$ cat config.mk
export PLATFORM = sky130hd
export DESIGN_NAME = intr_ctrl_flat
export DESIGN_NICKNAME = d
export VERILOG_FILES = /design/src/rtl/intr_ctrl_if.sv /design/src/rtl/intr_ctrl.sv /design/src/flat_wrapper.sv
export SDC_FILE = /design/constraint.sdc
export NUM_CORES = 1
export LEC_CHECK = 0
export BUFFER_PORTS_ARGS = -buffer_cell sky130_fd_sc_hd__buf_2
export CELL_PAD_IN_SITES_DETAIL_PLACEMENT = 0
export CELL_PAD_IN_SITES_GLOBAL_PLACEMENT = 2
export CORE_ASPECT_RATIO = 1.5
export CORE_UTILIZATION = 34
export CTS_BUF_LIST = sky130_fd_sc_hd__clkbuf_16
export CTS_CLUSTER_DIAMETER = 50
export DETAILED_ROUTE_END_ITERATION = 12
export PLACE_DENSITY = 0.84
export SYNTH_ARGS = -nofsm -noshare
export SYNTH_HDL_FRONTEND = slang
export SYNTH_SLANG_ARGS = --single-unit
$ cat constraint.sdc
create_clock -name clk -period 2.58 [get_ports clk]
set_clock_uncertainty 0.15 [all_clocks]
set_input_delay 0.129 -clock clk [delete_from_list [all_inputs] [get_ports clk]]
set_output_delay 0.129 -clock clk [all_outputs]
set_load 0.05 [all_outputs]
$ cat src/rtl/intr_ctrl_if.sv
// Bus between the interrupt sources / CPU and intr_ctrl.
// The master side drives requests and handshakes; the controller is the slave.
interface intr_ctrl_if #(
  parameter int NUM_SRC = 8,
  parameter int VEC_W   = (NUM_SRC > 1) ? $clog2(NUM_SRC) : 1
);

  logic [NUM_SRC-1:0] src;
  logic               trap;
  logic               mask_we;
  logic [NUM_SRC-1:0] mask_wdata;
  logic               ack;
  logic               eoi;
  logic [NUM_SRC-1:0] mask;
  logic [NUM_SRC-1:0] pending;
  logic               irq;
  logic [VEC_W-1:0]   vector;
  logic               is_trap;

  modport master (
    output src, trap, mask_we, mask_wdata, ack, eoi,
    input  mask, pending, irq, vector, is_trap
  );

  modport slave (
    input  src, trap, mask_we, mask_wdata, ack, eoi,
    output mask, pending, irq, vector, is_trap
  );

endinterface

$ cat src/rtl/intr_ctrl.sv
// Interrupt/trap controller: latches requests, masks, arbitrates and handshakes with the CPU.
// Define INTR_CTRL_SYNC_EN to add a 2-flop synchroniser on src and trap.
module intr_ctrl #(
  parameter int                 NUM_SRC   = 8,
  parameter int                 VEC_W     = (NUM_SRC > 1) ? $clog2(NUM_SRC) : 1,
  parameter logic [NUM_SRC-1:0] EDGE_MASK = NUM_SRC'(8'h0F)
) (
  input logic         clk,
  input logic         reset_n,
  intr_ctrl_if.slave  bus
);

  typedef enum logic [1:0] {
    IDLE    = 2'd0,
    REQ     = 2'd1,
    SERVICE = 2'd2
  } state_t;

  state_t             state_q;
  logic               irq_q;
  logic [VEC_W-1:0]   vector_q;
  logic               isTrap_q;

  logic [NUM_SRC-1:0] mask_q;
  logic [NUM_SRC-1:0] pending_q, pending_d;
  logic               trapPend_q, trapPend_d;

  logic [NUM_SRC-1:0] srcIn;
  logic               trapIn;
  logic [NUM_SRC-1:0] srcSamp_q, srcPrev_q;
  logic               trapSamp_q, trapPrev_q;

  logic [NUM_SRC-1:0] srcRise;
  logic               trapRise;
  logic               ackTake;
  logic [NUM_SRC-1:0] cand;
  logic               anyReq;
  logic [VEC_W-1:0]   winIdx;

`ifdef INTR_CTRL_SYNC_EN
  logic [NUM_SRC-1:0] srcMeta_q, srcSync_q;
  logic               trapMeta_q, trapSync_q;

  always_ff @(posedge clk or negedge reset_n) begin
    if (!reset_n) begin
      srcMeta_q  <= '0;
      srcSync_q  <= '0;
      trapMeta_q <= 1'b0;
      trapSync_q <= 1'b0;
    end else begin
      srcMeta_q  <= bus.src;
      srcSync_q  <= srcMeta_q;
      trapMeta_q <= bus.trap;
      trapSync_q <= trapMeta_q;
    end
  end

  assign srcIn  = srcSync_q;
  assign trapIn = trapSync_q;
`else
  assign srcIn  = bus.src;
  assign trapIn = bus.trap;
`endif

  // One sample stage plus history: edges are detected between consecutive samples.
  always_ff @(posedge clk or negedge reset_n) begin
    if (!reset_n) begin
      srcSamp_q  <= '0;
      srcPrev_q  <= '0;
      trapSamp_q <= 1'b0;
      trapPrev_q <= 1'b0;
    end else begin
      srcSamp_q  <= srcIn;
      srcPrev_q  <= srcSamp_q;
      trapSamp_q <= trapIn;
      trapPrev_q <= trapSamp_q;
    end
  end

  assign srcRise  = srcSamp_q & ~srcPrev_q;
  assign trapRise = trapSamp_q & ~trapPrev_q;
  assign ackTake  = (state_q == REQ) && bus.ack;

  // A new edge in the same cycle as the ack-clear wins, so no event is lost.
  always_comb begin
    pending_d = pending_q;
    for (int i = 0; i < NUM_SRC; i++) begin
      pending_d[i] = EDGE_MASK[i]
                   ? (srcRise[i] |
                      (pending_q[i] & ~(ackTake & ~isTrap_q & (vector_q == VEC_W'(i)))))
                   : srcSamp_q[i];
    end
    trapPend_d = trapRise | (trapPend_q & ~(ackTake & isTrap_q));
  end

  always_comb begin
    cand   = pending_q & ~mask_q;
    anyReq = trapPend_q | (|cand);
    winIdx = '0;
    for (int i = NUM_SRC - 1; i >= 0; i--) begin
      if (cand[i]) winIdx = VEC_W'(i);
    end
  end

  always_ff @(posedge clk or negedge reset_n) begin
    if (!reset_n) begin
      pending_q  <= '0;
      trapPend_q <= 1'b0;
      mask_q     <= '1;
    end else begin
      pending_q  <= pending_d;
      trapPend_q <= trapPend_d;
      if (bus.mask_we) mask_q <= bus.mask_wdata;
    end
  end

  // The grant is frozen from IDLE until the CPU acks, whatever arrives meanwhile.
  always_ff @(posedge clk or negedge reset_n) begin
    if (!reset_n) begin
      state_q  <= IDLE;
      irq_q    <= 1'b0;
      vector_q <= '0;
      isTrap_q <= 1'b0;
    end else begin
      case (state_q)
        IDLE: begin
          if (anyReq) begin
            state_q <= REQ;
            irq_q   <= 1'b1;
            if (trapPend_q) begin
              isTrap_q <= 1'b1;
              vector_q <= '0;
            end else begin
              isTrap_q <= 1'b0;
              vector_q <= winIdx;
            end
          end
        end
        REQ: begin
          if (bus.ack) begin
            state_q <= SERVICE;
            irq_q   <= 1'b0;
          end
        end
        SERVICE: begin
          if (bus.eoi) state_q <= IDLE;
        end
        default: begin
          state_q <= IDLE;
          irq_q   <= 1'b0;
        end
      endcase
    end
  end

  assign bus.mask    = mask_q;
  assign bus.pending = pending_q;
  assign bus.irq     = irq_q;
  assign bus.vector  = vector_q;
  assign bus.is_trap = isTrap_q;

endmodule

$ cat src/flat_wrapper.sv
// flat-port wrapper written by rule: the top's interface ports become plain ports
module intr_ctrl_flat 
#(
  parameter int                 NUM_SRC   = 8,
  parameter int                 VEC_W     = (NUM_SRC > 1) ? $clog2(NUM_SRC) : 1,
  parameter logic [NUM_SRC-1:0] EDGE_MASK = NUM_SRC'(8'h0F)
)
  (clk, reset_n, bus_src, bus_trap, bus_mask_we, bus_mask_wdata, bus_ack, bus_eoi, bus_mask, bus_pending, bus_irq, bus_vector, bus_is_trap);
  intr_ctrl_if #(.NUM_SRC(NUM_SRC), .VEC_W(VEC_W)) bus_i ();
  input logic clk;
  input logic reset_n;
  input wire logic [$bits(bus_i.src)-1:0] bus_src;
  input wire logic [$bits(bus_i.trap)-1:0] bus_trap;
  input wire logic [$bits(bus_i.mask_we)-1:0] bus_mask_we;
  input wire logic [$bits(bus_i.mask_wdata)-1:0] bus_mask_wdata;
  input wire logic [$bits(bus_i.ack)-1:0] bus_ack;
  input wire logic [$bits(bus_i.eoi)-1:0] bus_eoi;
  output wire logic [$bits(bus_i.mask)-1:0] bus_mask;
  output wire logic [$bits(bus_i.pending)-1:0] bus_pending;
  output wire logic [$bits(bus_i.irq)-1:0] bus_irq;
  output wire logic [$bits(bus_i.vector)-1:0] bus_vector;
  output wire logic [$bits(bus_i.is_trap)-1:0] bus_is_trap;
  assign bus_i.src = bus_src;
  assign bus_i.trap = bus_trap;
  assign bus_i.mask_we = bus_mask_we;
  assign bus_i.mask_wdata = bus_mask_wdata;
  assign bus_i.ack = bus_ack;
  assign bus_i.eoi = bus_eoi;
  assign bus_mask = bus_i.mask;
  assign bus_pending = bus_i.pending;
  assign bus_irq = bus_i.irq;
  assign bus_vector = bus_i.vector;
  assign bus_is_trap = bus_i.is_trap;
  intr_ctrl #(.NUM_SRC(NUM_SRC), .VEC_W(VEC_W), .EDGE_MASK(EDGE_MASK)) u_core (.clk(clk), .reset_n(reset_n), .bus(bus_i));
endmodule
======== Yosys cells after proc, flatten, opt, wreduce, memory -nomap -nowiden ========
Cells that the tools add are included.
Widths: inputs -> output; s select.
storage, ports and cells
  word-level logic and storage cells ...... 73
  memory bits (read-only) ................. 0
  output and inout bits ................... 21
  flip-flop bits (word level) ............. 38
  memories ................................ 0
  latch bits .............................. 0
  bits of input ports ..................... 22
  RAM bits ................................ 0
cells by class
  bitwise operators ....................... 30
  equality and inequality tests ........... 8
  reduce and logical (&&, ||, !) cells .... 7
  $mul .................................... 0
  add/sub/neg operators ................... 0
  magnitude comparators ................... 0
  div/mod/pow operators ................... 0
  mux-type cells .......................... 17
  shifts and indexed selects .............. 0
operator list
  operator            number
  $mux 3              9
  $and 1x1->1         12
  $and 8x8->8         1
  $not 1->1           8
  $not 8->8           1
  $reduce_or 8->1     1
  $eq 3x2->1 const B  2
  $mux 2              3
  $or 1x1->1          6
  $pmux 2 s3          1
  $reduce_and 3->1    2
  $and 4x4->4         1
  $ne 2x2->1 const B  2
  $not 4->4           1
  $eq 3x1->1 const B  1
  $logic_not 3->1     1
  $mux 1              3
  $pmux 1 s3          1
  $eq 2x1->1 const B  1
  $eq 2x2->1 const B  1
  $logic_not 2->1     1
  $ne 2x1->1 const B  1
  $reduce_and 2->1    1
  $logic_and 1x1->1   1

======== Logic depth before layout (Yosys ltp) ========
Gate-level depths: netlist (run 1).
  depth after elaboration ................. 11
  gate-level depth with buffers ........... 5
  mapped depth without buffers ............ 5

======== Worst setup path after synthesis (run 1) ========
No wires, ideal clock.
  path type ............................... reg2reg
  start point ............................. register u_core.mask_q[1] (netlist: u_core.bus.mask[1])
  end point ............................... register u_core.isTrap_q (netlist: u_core.bus.is_trap)
  required time ........................... 2.305 ns
  buffers on the path ..................... 0
  cell stages (with the launch flop) ...... 6
  data arrival time ....................... 1.684 ns
  setup slack ............................. 0.621 ns
  library setup time ...................... 0.125 ns
  period minus slack after synthesis ...... 1.959 ns
  cell sequence ........................... dfstp_2 inv_1 a221oi_2 nand2_1 o21a_2 mux2_4
between the ends
  longest elaborated chain between the ends .. 5
ends and longest elaborated chain
  what                        RTL line          RTL
  from (decl)                 intr_ctrl.sv:24   logic [NUM_SRC-1:0] mask_q;
  from (signal assigned)      intr_ctrl.sv:113  if (bus.mask_we) mask_q <= bus.mask_wdata;
  $not 8->8                   intr_ctrl.sv:97   cand = pending_q & ~mask_q;
  $and 8x8->8                 intr_ctrl.sv:97
  $reduce_or 8->1             intr_ctrl.sv:98   anyReq = trapPend_q | (|cand);
  $or 1x1->1                  intr_ctrl.sv:98
  $reduce_and 2->1 (no line)  n/a
  to (signal assigned)        intr_ctrl.sv:123  isTrap_q <= 1'b0;
  to (signal assigned)        intr_ctrl.sv:131  isTrap_q <= 1'b1;
  to (signal assigned)        intr_ctrl.sv:134  isTrap_q <= 1'b0;
  to (decl)                   intr_ctrl.sv:22   logic isTrap_q;
Every way passes these cells.
A chain may end at the register's enable or synchronous reset.

======== Worst setup path in the final report (run 1) ========
Same ends and word-level chain as after synthesis.

==> qor.yml, run 1 <==
final_layout:
  drive_gt1_frac: 0.380
  syn2layout_area_growth_pct: 44.5
  final_nets: 200
  final_util: 0.512
  diodes: 0
sta:
  hold_ws_ps: 28.5
  setup_viol: 0
  finalCritPeriodShare: 0.694
  setup_tns_ps: 0
  slew_headroom: 0.458
  maxSlewViolCount: 0
  finalHoldViolations: 0
  fmax_ghz: 0.558
  worstMarginPinSlew_ps: 813
  period_needed_ps: 1790
  rsz0062_at_grt: "no"
min_path:
  holdPathStages: 2
  hp-start: "bus_mask_we"
  holdPathEnd: "u_core.bus.mask[5]"
  hold_class: "in2reg"
clock_network:
  cts-root-buf: "clkbuf_16"
  worstSkewPairLatency_ps: 280
  ctsResizeCount: 0
  clk_pin_slew_worst_paths_ps: 50
  cts_tree: "built"
  clock_path_buffers: 2
  cts.sinks: 38
  cts_max_level: 2
  numCtsBuffers: 5
worst_setup_path:
  reg2reg_from: "u_core.bus.mask[1]"
  r2r_setup_slack_ps: 790
  worstSetupStartpointType: "flop"
  path_class: "reg2reg"
  rr_worst_depth: 5
  crit_fanout: 4
  worstPathRequired_ps: 2590
  crit_path_end_kind: "flop"
  arrival_ps: 1800
  r2r_end: "u_core.bus.is_trap"
floorplan:
  core_area_um2: 3920
  die_area_um2: 4350
  dieHeight_um: 80.3
  start_util: 0.354
  die_w_um: 54.2
  io_pins: 43
  rows: 28
synthesis:
  synth_common_cells: "dfrtp_1 (30), inv_1 (15), o21ai_0 (13)"
  syn_inst: 111
  yosysTopAreaCell: "dfrtp_1"
  yosysSeqAreaShare: 0.691
  synth_top_area_frac: 0.540
  yosys-top-cells-area: "dfrtp_1 (54%), dfstp_2 (15%), o21ai_0 (4.7%)"
  ys_ff_latch: 38
  synth-edff-count: 0
  yosys_warnings: 0
  synth_area_um2: 1390
  async_flop_share: 1.00
  syn_area_per_cell_um2: 12.5
  synth_nets: 133
  ys_types: 24
  ys.flop_type: "dfrtp_1"
  yosysMostFrequentCell: "dfrtp_1"
placement:
  io_buffers: 42
  gp_congestion: 0.781
  hpwl_mm: 1.98
grt:
  grt_pass1_vias: 945
  grt_usage: 0.146
  gr-max-usage-layer: "met2"
  grt_max_degree: 39
  grt_overflow_total: 0
  grt_use_met3: 0.0511
  grtUsageMet2: 0.233
  antenna_found_initial: 0
  grt_first_pass_wirelength_mm: 4.35
  grt_use_met1: 0.168
routing:
  routedWlPerCell_um: 12.2
  first_iter_violations: 6
  avgViaCountPerCell: 4.56
  first_pass_iters: 4
  drt_wl_total_mm: 2.73
  ant_nets: 0
  drc_errors: 0
  vias: 1021
outcome:
  status: "completed"
power_and_ir_drop:
  leakagePower_nw: 0.953
  p_per_area_nw_per_um2: 1010
  max-vdd-ir-drop_mv: 0.738
job:
  max-cap-violations: 0
cell type report:
class / instances / area, um2
inverters: 15 / 56.3
clock inverters: 3 / 40.0
multi-input cells: 57 / 369
repair buffers: 61 / 400
clock buffers: 5 / 125
well taps: 45 / 56.3
fillers: 382 / 1920
flip-flops and latches: 38 / 961
power by group:
group          switching [W]  internal (W)
sequential         0.0000980      0.000703
clock               0.000219      0.000451
combinational       0.000362      0.000189
timing repair:
action                    in CTS  in global routing
hold buffers                  19                  0
buffers inserted               0                  0
hold endpoints to repair      48                  0
flip-flops by register name, indices dropped and copies added (netlist names):
| signal | cells |
|---|---|
| u_core.bus.vector | 3 |
| u_core.bus.pending | 8 |
| u_core.bus.is_trap | 1 |
| u_core.state_q | 2 |
| u_core.bus.mask | 8 |
| u_core.bus.irq | 1 |
| u_core.trapSamp_q | 1 |
| u_core.srcSamp_q | 8 |
| u_core.trapPrev_q | 1 |
| u_core.srcPrev_q | 4 |
| u_core.trapPend_q | 1 |
through the flow:
stage	total power [W]	worst slack (ps)	instance area [um2]	instances
4_1_cts	0.00205	783	2010	224
2_1_floorplan	0.00119	621	1390	111
6_report	0.00202	789	2010	224
5_1_grt	0.00212	714	2010	224
3_3_place_gp	0.00134	796	1650	197
3_5_place_dp	0.00135	789	1650	197
metal layers:
layer  vias to the layer above  part of all wire
met1                       490              0.41
met5                         -                 0
met4                         0             0.021
met2                        23              0.52
met3                         5             0.048
li1                        503                 -
worst max path at each step:
stage | start | end
finish | u_core.bus.mask[1] | u_core.bus.is_trap
global route | u_core.bus.mask[1] | u_core.bus.is_trap
CTS | u_core.bus.mask[1] | u_core.bus.is_trap
detailed placement | u_core.bus.mask[1] | u_core.bus.is_trap
global placement | u_core.bus.mask[1] | u_core.bus.is_trap
floorplan | u_core.bus.mask[1] | u_core.bus.is_trap
cell families after synthesis:
logic type | share of synthesized area
DFF | 0.691
AOI/OAI and AO/OA | 0.140
and+or+nand+nor | 0.0792
buffers and inverters | 0.0432
muxes | 0.0459
worst max-delay path, stage by stage (launching register included):
cell and delay, ps:
dfstp_2 520, inv_1 60, a221oi_2 280, nand2_1 100
o21a_2 260, mux2_4 300
cell usage in the layout, fill, tap and decap left out, types with 3 or more instances in the layout:
cell type / instances
dlygate4sd3_1: 19
a21oi_1: 8
mux2_2: 3
o21ai_0: 13
nor2_1: 3
dfstp_2: 8
clkbuf_16: 5
buf_2: 42
inv_1: 15
o31ai_1: 3
nand2_1: 9
dfrtp_1: 30
Note: power is estimated with default switching activity, not from simulation.
==> run 2, diff against run 1 <==
--- a/config.mk
+++ b/config.mk
@@ -9,11 +9,11 @@
 export CELL_PAD_IN_SITES_DETAIL_PLACEMENT = 0
 export CELL_PAD_IN_SITES_GLOBAL_PLACEMENT = 2
 export CORE_ASPECT_RATIO = 1.5
-export CORE_UTILIZATION = 34
+export CORE_UTILIZATION = 28
 export CTS_BUF_LIST = sky130_fd_sc_hd__clkbuf_16
 export CTS_CLUSTER_DIAMETER = 50
 export DETAILED_ROUTE_END_ITERATION = 12
-export PLACE_DENSITY = 0.84
+export PLACE_DENSITY = 0.74
 export SYNTH_ARGS = -nofsm -noshare
 export SYNTH_HDL_FRONTEND = slang
 export SYNTH_SLANG_ARGS = --single-unit
==> constraint.sdc (replaced) <==
create_clock -name clk -period 1.49 [get_ports clk]
set_clock_uncertainty 0.15 [all_clocks]
set_input_delay 0.0745 -clock clk [delete_from_list [all_inputs] [get_ports clk]]
set_output_delay 0.0745 -clock clk [all_outputs]
set_load 0.05 [all_outputs]
==> run 2 against run 1 <==
The flow now finishes with violations (setup timing). Hold slack worse by 18 ps. First-iteration DRC count rose to 6.7 times the previous value. Critical endpoint unchanged. Critical path depth unchanged. Count of clock-buffer cells in the layout unchanged. Sequential share of layout area down 7.2 points. Highest routed layer unchanged. Register-to-register slack worse by 1000 ps. Non-clock buffer count up 33. Combinational power up 140%.
==> qor.yml, run 2 (same netlist as run 1, synthesis figures left out) <==
outcome:
  status: "finished, violations left"
  violations: "setup timing"
routing:
  first_iter_violations: 40
  drt_wl_total_mm: 3.40
  vias: 1196
  ant_nets: 0
  avgViaCountPerCell: 4.30
  first_pass_iters: 3
  drc_errors: 0
  routedWlPerCell_um: 12.2
floorplan:
  dieHeight_um: 88.3
  io_pins: 43
  die_w_um: 59.5
  core_area_um2: 4810
  rows: 31
  die_area_um2: 5260
  start_util: 0.289
final_layout:
  drive_gt1_frac: 0.491
  final_common_cell: "buf_2"
  diodes: 0
  syn2layout_area_growth_pct: 70.1
  final_cell_mix: "buf_2 (42), dfrtp_1 (30), dlygate4sd3_1 (26), buf_4 (26), inv_1 (12)"
  design_area_um2: 2360
  final_nets: 233
sta:
  setup_ws_ps: -260
  maxSlewViolCount: 0
  slew_headroom: 0.675
  worstMarginPinSlew_ps: 488
  setup_tns_ps: -896
  fmax_ghz: 0.571
  period_needed_ps: 1750
  finalCritPeriodShare: 1.17
  rsz0062_at_grt: "yes"
  finalHoldViolations: 0
  setup_viol: 7
worst_setup_path:
  worstPathRequired_ps: 1500
  slowest_delay_ps: 530
  path_cells: "inv_2, a221oi_2, nand2_1, o21a_4, mux2_4"
  rr_worst_depth: 5
  crit_path_end_kind: "flop"
  path_class: "reg2reg"
  slowest_stage: "dfstp_2"
  worstSetupStartpointType: "flop"
  arrival_ps: 1760
  crit_fanout: 4
power_and_ir_drop:
  max-vdd-ir-drop_mv: 0.708
  leakagePower_nw: 1.11
  p_per_area_nw_per_um2: 1640
  fin_total_pwr_w: 0.00387
placement:
  place_ws_ps: -254
  io_buffers: 42
  gp_congestion: 0.806
  place_area_um2: 1870
  hpwl_mm: 2.37
clock_network:
  cts-root-buf: "clkbuf_16"
  clk_pin_slew_worst_paths_ps: 60
  clock_path_buffers: 2
  cts.sinks: 38
  numCtsBuffers: 5
  cts_max_level: 2
  worstSkewPairLatency_ps: 280
  cts_tree: "built"
grt:
  grt_usage: 0.147
  grt_pass1_vias: 1246
  antenna_found_initial: 0
  grt_max_degree: 39
  grt_overflow_total: 0
  grt_first_pass_wirelength_mm: 5.60
min_path:
  hold_class: "in2reg"
  holdPathStages: 3
job:
  max-cap-violations: 0
[run 2: cell type report]
class	instances	area, um2
fill	474	2440
sequential	38	961
timing repair buffer	94	666
multi-input combinational	57	434
clock buffer	5	125
tap	66	82.6
inverter	15	56.3
clock inverter	3	40.0
[run 2: metrics by stage]
step | std cells | utilization | hold WS [ps]
floorplan | 111 | - | -371
global placement | 243 | 0.389 | -5.82
detailed placement | 243 | 0.389 | 7.89
CTS | 278 | 0.487 | 10.7
global route | 278 | 0.492 | 27.0
finish | 278 | 0.492 | 10.7
[run 2: worst paths after layout]
kind	startpoint	to	slack, ps
worst max-delay path	u_core.bus.mask[1]	u_core.bus.is_trap	-260
worst min-delay path	bus_ack	u_core.state_q[0]	10
worst max register to register	u_core.bus.mask[1]	u_core.bus.is_trap	-260
worst min register to register	u_core.srcSamp_q[6]	u_core.bus.pending[6]	200
max in group asynchronous	reset_n	u_core.bus.mask[4]	600
min in group asynchronous	reset_n	u_core.bus.vector[2]	220
[run 2: repair_timing]
item / 4_1_cts / 5_1_grt
hold buffers: 26 / 0
setup endpoints to repair: 8 / 10
setup buffers: 1 / 0
endpoints found under the hold margin: 48 / 0
resized for setup: 10 / 4
pin swaps: 1 / 1
[run 2: power by group]
part           switching (W)  internal [W]
Sequential          0.000158       0.00122
Clock               0.000389      0.000782
Combinational       0.000779      0.000546
[run 2: critical path: cells and delay by family, from the launching register on]
| kind | cells | cell delay (ps) |
|---|---|---|
| compound gates | 2 | 500 |
| simple gates | 1 | 130 |
| mux | 1 | 290 |
| buf+inv | 1 | 50 |
| flops | 1 | 530 |
[run 2: layer usage]
layer | wire length [um] | vias to the layer above | global-route usage
li1 | - | 571 | -
met1 | 1300 | 592 | 0.156
met2 | 1890 | 25 | 0.264
met3 | 133 | 8 | 0.0380
met4 | 78 | 0 | 0.0761
met5 | 0 | - | 0
==> run 3, diff against run 2 <==
--- a/config.mk
+++ b/config.mk
@@ -14,6 +14,7 @@
 export CTS_CLUSTER_DIAMETER = 50
 export DETAILED_ROUTE_END_ITERATION = 12
 export PLACE_DENSITY = 0.74
+export SKIP_LAST_GASP = 1
 export SYNTH_ARGS = -nofsm -noshare
 export SYNTH_HDL_FRONTEND = slang
 export SYNTH_SLANG_ARGS = --single-unit
==> run 3 against run 2 <==
The run still ends with setup timing left. Sequential share of layout area is 0.086 points higher. Power hardly changed. Wire length is 0.26% lower. Global-route usage hardly changed. Worst setup slack worse by 1.9 ps. First-iteration DRC count is 45% lower. Cell count stayed put. Critical endpoint unchanged. Highest routed layer unchanged.
==> qor.yml, run 3 (same netlist as run 1, synthesis figures left out) <==
placement:
  gp_congestion: 0.806
  dp_cells: 243
  place_ws_ps: -254
  hpwl_mm: 2.37
  io_buffers: 42
worst_setup_path:
  reg2reg_from: "u_core.bus.mask[1]"
  arrival_ps: 1770
  r2r_setup_slack_ps: -260
  worstSetupStartpointType: "flop"
  r2r_end: "u_core.bus.is_trap"
  crit_fanout: 4
  critPathLaunch: "u_core.bus.mask[1]"
  rr_worst_depth: 5
  crit_path_end: "u_core.bus.is_trap"
  slowest_delay_ps: 530
  worstPathRequired_ps: 1500
  slowest_stage: "dfstp_2"
  path_class: "reg2reg"
  crit_path_end_kind: "flop"
  path_cells: "inv_2, a221oi_2, nand2_1, o21a_4, mux2_4"
sta:
  maxSlewViolCount: 0
  finalCritPeriodShare: 1.18
  setup_ws_ps: -262
  period_needed_ps: 1750
  rsz0062_at_grt: "yes"
  fmax_ghz: 0.571
  finalHoldViolations: 0
  slew_headroom: 0.678
  setup_viol: 8
  worstMarginPinSlew_ps: 483
clock_network:
  numCtsBuffers: 5
  cts.sinks: 38
  cts_tree: "built"
  clock_path_buffers: 2
  worstSkewPairLatency_ps: 280
  clk_pin_slew_worst_paths_ps: 60
  cts_max_level: 2
  cts-root-buf: "clkbuf_16"
min_path:
  hold_class: "in2reg"
floorplan:
  start_util: 0.289
  dieHeight_um: 88.3
  rows: 31
  die_area_um2: 5260
  die_w_um: 59.5
  io_pins: 43
  core_area_um2: 4810
power_and_ir_drop:
  max-vdd-ir-drop_mv: 0.708
  seqPwrFrac: 0.354
  p_int_w: 0.00254
  comb_power_share: 0.342
  leakagePower_nw: 1.11
  power_frac_clock: 0.304
  p_sw_frac: 0.342
  p_per_area_nw_per_um2: 1640
  p_sw_w: 0.00132
routing:
  first_iter_violations: 22
  drc_errors: 0
  vias: 1197
  routedWlPerCell_um: 12.2
  drt_wl_total_mm: 3.39
  avgViaCountPerCell: 4.31
  first_pass_iters: 3
  ant_nets: 0
outcome:
  violations: "setup timing"
  status: "finished, violations left"
grt:
  grt_usage: 0.147
  grt_overflow_total: 0
  grt_max_degree: 39
  grt_first_pass_wirelength_mm: 5.59
  antenna_found_initial: 0
  grt_pass1_vias: 1240
final_layout:
  syn2layout_area_growth_pct: 69.8
  drive_gt1_frac: 0.486
  final_common_cell: "buf_2"
  final_nets: 233
  final_cells: 278
  diodes: 0
  final_cell_mix: "buf_2 (42), dfrtp_1 (30), dlygate4sd3_1 (26), buf_4 (26), inv_1 (12)"
job:
  max-cap-violations: 0
-- run 3: cell type report --
type | instances | area (um2)
Clock buffer | 5 | 125
Clock inverter | 3 | 40.0
Fill cell | 475 | 2450
Inverter | 15 | 56.3
Multi-Input combinational cell | 57 | 429
Sequential cell | 38 | 961
Tap cell | 66 | 82.6
Timing Repair Buffer | 94 | 666
-- run 3: worst min path at each step --
| stage | from | to | depth (start not counted) |
|---|---|---|---|
| 3_5_place_dp | reset_n | u_core.bus.pending[3] | 2 |
| 4_1_cts | bus_ack | u_core.state_q[0] | 3 |
| 6_report | bus_ack | u_core.state_q[0] | 3 |
| 2_1_floorplan | reset_n | u_core.bus.irq | 0 |
| 5_1_grt | bus_ack | u_core.state_q[0] | 3 |
| 3_3_place_gp | reset_n | u_core.srcSamp_q[3] | 2 |
-- run 3: critical path: cells and delay by family (launching register included) --
| family | cells | cell delay (ps) |
|---|---|---|
| AOI/OAI and AO/OA | 2 | 500 |
| buffers and inverters | 1 | 50 |
| muxes | 1 | 290 |
| and+or+nand+nor | 1 | 130 |
| DFF | 1 | 530 |
-- run 3: routing by layer --
metal  track usage  routed length, um  vias to the layer above
met3        0.0380                133                        8
met1         0.156               1290                      594
met5             0                  0                        -
li1              -                  -                      570
met4        0.0761                 78                        0
met2         0.263               1890                       25
-- run 3: per-stage QoR --
stage	util	total power (W)	TNS (ps)	hold slack, ps	instance area (um2)
2_1_floorplan	-	0.00207	-1790	-371	1390
3_3_place_gp	0.389	0.00253	-952	-5.82	1870
3_5_place_dp	0.389	0.00255	-1150	7.89	1870
4_1_cts	0.487	0.00386	-971	10.7	2340
5_1_grt	0.491	0.00406	-1540	27.0	2360
6_report	0.491	0.00387	-908	10.3	2360
-- run 3: repair_timing --
item / in CTS / in global routing
gates resized for setup: 9 / 4
cloned: 0 / 0
hold endpoints to repair: 48 / 0
setup buffers: 1 / 0
pin swaps: 1 / 1
setup endpoints to repair: 8 / 10
hold buffers: 26 / 0
-- run 3: power groups by stage --
stage / combinational [W] / clock [W] / sequential (W)
6_report: 0.00132 / 0.00117 / 0.00137
3_5_place_dp: 0.00119 / 0 / 0.00136
4_1_cts: 0.00129 / 0.00121 / 0.00136
3_3_place_gp: 0.00117 / 0 / 0.00135
2_1_floorplan: 0.000336 / 0 / 0.00174
5_1_grt: 0.00141 / 0.00126 / 0.00139
